--- src/rtl/regfile_pkg.sv ---
// Shared constants for the zero-register file: default geometry,
// the hardwired register index and the write-counter limits.
package regfile_pkg;

  localparam int unsigned WIDTH_DEF = 32;
  localparam int unsigned DEPTH_DEF = 32;
  localparam int unsigned ZERO_IDX  = 0;
  localparam int unsigned CNT_W     = 16;

  localparam logic [CNT_W-1:0] CNT_MAX = '1;

endpackage

--- src/rtl/regfile_rdport.sv ---
// One combinational read port: array select, optional write-through
// forwarding, and forcing of the hardwired zero register.
module regfile_rdport
  import regfile_pkg::*;
#(
  parameter int unsigned WIDTH  = WIDTH_DEF,
  parameter int unsigned DEPTH  = DEPTH_DEF,
  parameter int unsigned ADDR_W = $clog2(DEPTH),
  parameter bit          BYPASS = 1'b0
) (
  input  logic [DEPTH-1:0][WIDTH-1:0] regs_i,
  input  logic [ADDR_W-1:0]           raddr_i,
  input  logic                        fwd_en_i,
  input  logic [ADDR_W-1:0]           waddr_i,
  input  logic [WIDTH-1:0]            wdata_i,
  output logic [WIDTH-1:0]            rdata_o
);

  localparam logic [ADDR_W-1:0] ZADDR = ADDR_W'(ZERO_IDX);

  // Zero-forcing is applied last so it wins over forwarding.
  always_comb begin
    rdata_o = regs_i[raddr_i];
    if (BYPASS && fwd_en_i && (raddr_i == waddr_i)) begin
      rdata_o = wdata_i;
    end
    if (raddr_i == ZADDR) begin
      rdata_o = '0;
    end
  end

endmodule

--- src/rtl/regfile_zero.sv ---
// Two-read/one-write register file with r0 hardwired to zero.
// Define REGFILE_BYPASS_EN for same-cycle write-through forwarding.
module regfile_zero
  import regfile_pkg::*;
#(
  parameter int unsigned WIDTH  = WIDTH_DEF,
  parameter int unsigned DEPTH  = DEPTH_DEF,
  parameter int unsigned ADDR_W = $clog2(DEPTH)
) (
  input  logic              clk,
  input  logic              rst_n,
  input  logic              we,
  input  logic [ADDR_W-1:0] waddr,
  input  logic [WIDTH-1:0]  wdata,
  input  logic [ADDR_W-1:0] raddr1,
  output logic [WIDTH-1:0]  rdata1,
  input  logic [ADDR_W-1:0] raddr2,
  output logic [WIDTH-1:0]  rdata2,
  output logic              zero_wr_err,
  output logic [15:0]       wr_count
);

`ifdef REGFILE_BYPASS_EN
  localparam bit BYPASS = 1'b1;
`else
  localparam bit BYPASS = 1'b0;
`endif

  localparam logic [ADDR_W-1:0] ZADDR = ADDR_W'(ZERO_IDX);

  logic [DEPTH-1:0][WIDTH-1:0] regs_q;
  logic [DEPTH-1:0][WIDTH-1:0] regs_d;
  logic [CNT_W-1:0]            cnt_q;
  logic [CNT_W-1:0]            cnt_d;
  logic                        err_q;
  logic                        err_d;
  logic                        commit;
  logic                        zero_hit;
  logic                        fwd_en;

  assign zero_hit = we && (waddr == ZADDR);
  assign commit   = we && (waddr != ZADDR);
  assign fwd_en   = commit && rst_n;

  always_comb begin
    regs_d = regs_q;
    cnt_d  = cnt_q;
    err_d  = err_q;
    if (commit) begin
      regs_d[waddr] = wdata;
      if (cnt_q != CNT_MAX) begin
        cnt_d = cnt_q + 1'b1;
      end
    end
    if (zero_hit) begin
      err_d = 1'b1;
    end
  end

  always_ff @(posedge clk) begin
    if (!rst_n) begin
      regs_q <= '0;
      cnt_q  <= '0;
      err_q  <= 1'b0;
    end else begin
      regs_q <= regs_d;
      cnt_q  <= cnt_d;
      err_q  <= err_d;
    end
  end

  regfile_rdport #(
    .WIDTH (WIDTH),
    .DEPTH (DEPTH),
    .ADDR_W(ADDR_W),
    .BYPASS(BYPASS)
  ) u_rd1 (
    .regs_i  (regs_q),
    .raddr_i (raddr1),
    .fwd_en_i(fwd_en),
    .waddr_i (waddr),
    .wdata_i (wdata),
    .rdata_o (rdata1)
  );

  regfile_rdport #(
    .WIDTH (WIDTH),
    .DEPTH (DEPTH),
    .ADDR_W(ADDR_W),
    .BYPASS(BYPASS)
  ) u_rd2 (
    .regs_i  (regs_q),
    .raddr_i (raddr2),
    .fwd_en_i(fwd_en),
    .waddr_i (waddr),
    .wdata_i (wdata),
    .rdata_o (rdata2)
  );

  assign zero_wr_err = err_q;
  assign wr_count    = cnt_q;

endmodule

--- config.mk ---
export PLATFORM = sky130hd
export DESIGN_NAME = regfile_zero
export DESIGN_NICKNAME = d
export VERILOG_FILES = /design/src/rtl/regfile_pkg.sv /design/src/rtl/regfile_rdport.sv /design/src/rtl/regfile_zero.sv
export SDC_FILE = /design/constraint.sdc
export NUM_CORES = 2
export LEC_CHECK = 0
export ABC_CLOCK_PERIOD_IN_PS = 3500
export BUFFER_PORTS_ARGS = -buffer_cell sky130_fd_sc_hd__buf_4
export CAP_MARGIN = 20
export CORE_AREA = 2 2 346 348
export DETAILED_ROUTE_END_ITERATION = 10
export DIE_AREA = 0 0 348 350
export GPL_TIMING_DRIVEN = 0
export SYNTH_ARGS = -nofsm -noshare
export SYNTH_HDL_FRONTEND = slang
export SYNTH_SLANG_ARGS = --single-unit
export TNS_END_PERCENT = 100
--- constraint.sdc ---
create_clock -name clk -period 3.5 [get_ports clk]
set_input_delay 0.175 -clock clk [delete_from_list [all_inputs] [get_ports clk]]
set_output_delay 0.175 -clock clk [all_outputs]
set_load 0.1 [all_outputs]
---- Word-level counts from Yosys, hierarchy flattened ----
Index checks and enable logic that the tools add are counted.
storage, ports and cells
  ROM bits ................................ 0
  bits in writable memories ............... 0
  bits in registers ....................... 1041
  bits in latches ......................... 0
  memories ................................ 0
operators by class
  multipliers ............................. 0
  shift operators ......................... 0
  reductions and logical operators ........ 8
  order comparisons ....................... 4
  bitwise operators ....................... 0
  equal/unequal tests ..................... 1
  $add $sub $neg .......................... 1
  div/mod/pow operators ................... 0
  muxes and demuxes ....................... 9
operators with widths
  cell                                                         number
  bitwise mux 1024 bit                                         1
  binary-select mux 32 bit (select 5 bit)                      2
  demux 32 bit (select 5 bit)                                  1
  two-way mux 32 bit                                           5
  less-than comparator 5 x 6 -> 1 bit (second input constant)  3
  adder 16 x 1 -> 16 bit (second input constant)               1
  != test 16 bit (second input constant)                       1
  logical NOT 5 bit                                            3
  >= comparator 5 x 1 -> 1 bit (second input constant)         1
  nonzero test 5 bit                                           1
  logical AND 1 bit                                            3
  AND reduction 2 bit                                          1

---- Depth between registers and ports, before layout ----
  word-level depth ........................ 5
  gate-level depth with buffers ........... 9
  gate-level depth less buffers ........... 5

---- Hierarchy ----
Synthesis repeated with hierarchy kept, for this count alone.
unflattened totals
  cell total of the unflattened synthesis .. 5965
  area, all modules ....................... 52779.4 um^2
modules (own cells, without submodules)
  module          times used  area an instance (um^2)  cells an instance
  regfile_zero    1           36043.3                  4637
  regfile_rdport  2           8368.0                   664

---- Worst setup path before layout ----
OpenSTA, ideal clock, no wires.
  kind .................................... input to output
  start ................................... input raddr1[0]
  end ..................................... output rdata1[2]
  stages on the path ...................... 7
  arrival time ............................ 3709 ps
  path buffers ............................ 4
  data required time ...................... 3325 ps
  setup slack ............................. -384 ps
  cell sequence ........................... buf_2 -> inv_1 -> buf_4 -> clkbuf_1 -> buf_2 -> o2111ai_1 -> a311oi_1
between the ends
  longest elaborated chain between the ends .. 3
  elaborated cells between the ends (all ways) .. 4
  those cells by class .................... mux: 3; reduce/logical: 1
RTL lines
  what                                      line                  source
  from (decl)                               regfile_zero.sv:15    input logic [ADDR_W-1:0] raddr1,
  binary-select mux 32 bit (select 5 bit)   regfile_rdport.sv:23  rdata_o = regs_i[raddr_i];
  two-way mux 32 bit (implied by the code)  regfile_rdport.sv:23
  two-way mux 32 bit *                      regfile_rdport.sv:27  if (raddr_i == ZADDR) begin
  to (decl)                                 regfile_zero.sv:16    output logic [WIDTH-1:0] rdata1,
Mark *: on every way between the ends. The rest lies on a longest branch, timed or not. The select of a mux whose other input is x is not followed.

---- Worst setup path in the final report ----
  start ................................... input raddr2[1]
  end ..................................... output rdata2[10]
between the ends
  longest elaborated chain between the ends .. 3
  elaborated cells between the ends (all ways) .. 4
  those cells by class .................... mux: 3; reduce/logical: 1
RTL lines
  what                                      line                  source
  from (decl)                               regfile_zero.sv:17    input logic [ADDR_W-1:0] raddr2,
  binary-select mux 32 bit (select 5 bit)   regfile_rdport.sv:23
  two-way mux 32 bit (implied by the code)  regfile_rdport.sv:23
  two-way mux 32 bit *                      regfile_rdport.sv:27
  to (decl)                                 regfile_zero.sv:18    output logic [WIDTH-1:0] rdata2,
Marks and branches as above.

==> metrics <==
Slew @ Worst Pin=1180 ps; total CTS buffers=about 120; Tot GR Track Use=between 30% and 40%; Die Span Y=350 um; Slew headroom=21.1%; f_max=0.270 GHz; TritonCTS clock tree=done; worst-path cell chain=buf_4 -> buf_6 -> inv_1 -> buf_4 -> buf_2 -> buf_2 -> o2111ai_1 -> a31oi_1 -> buf_4; Post-Synthesis Cells=5964; final WL=245000 um; post-synth top area share=39.5%; delay-heaviest family, CP=buffers and inverters; fin cells=7870; failing checks=setup timing; number of library cell types mapped by synthesis=56; FF-to-FF End=wr_count[4]$_SDFFE_PN0P_; min-delay src=rst_n; Root Buffer=clkbuf_16; Tmin final=~3700 ps; CP startpoint kind=input port; Hold Path Sink=wr_count[7]$_SDFFE_PN0P_; iteration-0 DRC count of the detailed router=7254; number of port buffers=119; Design Power=~28 mW; Post-Place Cell Area=55800 sq um; pin count of the biggest net entering global routing=16; row cnt=126; CP endpoint kind=primary output; part of the cycle the worst path needs=106%; final max-slew violation count=0; syn nets=6015; Mean Syn Cell Area=8.85 sq um; core area=roughly 120000 sq um; cell area after synthesis=52800 sq um; asr flop ratio synth=0%; pre-CTS setup slack=-243 ps; reg2reg start=wr_count[0]$_SDFFE_PN0P_; Via density=6.39; final hold slack=198 ps; final instance area=60200 sq um; HPWL Detailed=181000 um; largest area contributor in the netlist=dfxtp_1; Pwr Density=between 400 and 500 nW/um^2; Reg2Reg Depth=6; number of global-route vias before repair=47432; Die ar.=122000 sq um; total negative slack=-799 ps; clk sinks=1041; first-pass GRT wire length=340000 um; final net count=6286; Placed Cells=7621; leakage power=19.9 nW; count of max-cap constraint violations=0; most frequent cells after synthesis=nand2_1, dfxtp_1, a21oi_1, mux4_2, clkbuf_1; CP required=3320 ps; Critical Setup Path Class=input port to primary output; Final setup viols=13; total grt overflow=0; Fin Clk Skew=about 15 ps; WL/cell=31.1 um; Area growth syn-to-layout=14.0%; deepest clock path buffer count=3; # DRC=0; fraction of layout cells with a size suffix above 1=17.2%; 1st-pass router iterations=5; setup slack, reg-to-reg=1410 ps; Yosys warning total=0; antenna-violating nets left=0; count leader, synth=nand2_1; status=finished with violations; Max VDD drop=0.000354 V; cell mode on critical path=buf_4; worst skew pair latency=740 ps; # H-tree levels=3; initial antenna violation count=10; # IOs=roughly 130; Arr. time, crit path=3530 ps; Final GP Congestion=1.04; via count=about 50000; final worst slack=-203 ps; number of synthesized flops with an enable pin=0; Hold Crit Class=input port to flop; final hold viol count=0; RSZ-0062 raised after global routing=no; Worst Path Max Fanout=10; post-synthesis sequential area ratio=39.5%; final core utilization=approximately half; top post-synthesis cells by area=dfxtp_1, mux4_2, nand2_1, a21oi_1, mux2i_1; crit-path max cell delay=610 ps; CP max-delay cell=a31oi_1; register bit total from synthesis=1041; ys flop type=dfxtp_1; Clk pin slew, worst setup/hold paths=roughly 60 ps; buffers and inverters on the worst path=7; Die X=348 um; hold depth=3; Initial Util=between 40 and 50%
cells by family after synthesis:
| kind of cell | after synthesis | share of synthesized area [%] |
|---|---|---|
| flops | 1041 | 39.5 |
| compound gates | 1336 | 14.3 |
| buf+inv | 637 | 5.63 |
| simple gates | 2277 | 17.1 |
| mux | 672 | 23.4 |
| fa+ha+maj | 1 | 0.0237 |
repair_timing:
item,CTS,global route
gates cloned,0,0
pin swaps,0,1
setup buffers,0,0
hold buffers,34,0
gates resized for setup,12,8
endpoints found under the hold margin,33,0
setup endpoints to repair,19,14
state kept, by name, summed over array words and instances, names as in the netlist:
signal / flops
regs_q: 1024
wr_count: 16
zero_wr_err: 1
where the power goes:
part	total, mW	switching [mW]	leakage (nW)	internal (mW)
Clock	12.8	5.51	1.92	7.33
Sequential	12.0	0.0738	8.39	11.9
Combinational	3.38	2.57	9.56	0.805
layout make-up:
| type | count | area [sq um] |
|---|---|---|
| fill | 11102 | 57600 |
| multi-input combinational | 4286 | 29200 |
| sequential | 1041 | 20800 |
| clock buffer | 175 | 3520 |
| buffer | 630 | 2960 |
| tap | 1536 | 1920 |
| timing repair buffer | 155 | 1260 |
| clock inverter | 38 | 395 |
| inverter | 6 | 22.5 |
| antenna | 3 | 7.51 |
worst register-to-register path: cells and delay by family (launching register included):
| family | cells | cell delay, ps |
|---|---|---|
| compound gates | 1 | 240 |
| fa+ha+maj | 1 | 280 |
| buf+inv | 1 | 310 |
| flops | 1 | 400 |
| simple gates | 3 | 770 |
worst max-delay path by stage:
stage | startpoint | to | slack (ps) | cells past startpoint
after floorplan | raddr2[0] | rdata2[13] | 320 | 9
after global placement | raddr1[0] | rdata1[20] | -940 | 8
after detailed placement | raddr1[0] | rdata1[13] | -240 | 8
after CTS | raddr1[4] | rdata1[11] | 30 | 8
after global routing | raddr2[1] | rdata2[10] | 2 | 8
final | raddr2[1] | rdata2[10] | -200 | 9
cells in the final DEF, fill, tap and decap left out, drive strengths merged, types with 33 or more instances in the layout:
cell,Yosys,layout
o2111ai,48,48
mux4,448,448
and2,49,49
nor2b,39,39
dlygate4sd3,0,34
dfxtp,1041,1041
clkbuf,381,554
buf,250,372
mux2i,192,192
a211oi,33,33
o21ai,55,55
a21oi,1006,1006
a22oi,64,64
nand2,2106,2106
routing by layer:
layer	track usage (%)	up-vias	share of wire (%)
met5	0	-	0.016
met2	58.9	3463	43
li1	-	21459	-
met4	25.2	6	7.4
met3	11.8	863	13
met1	49.2	24533	37
Power figures use the tool's default switching activity.
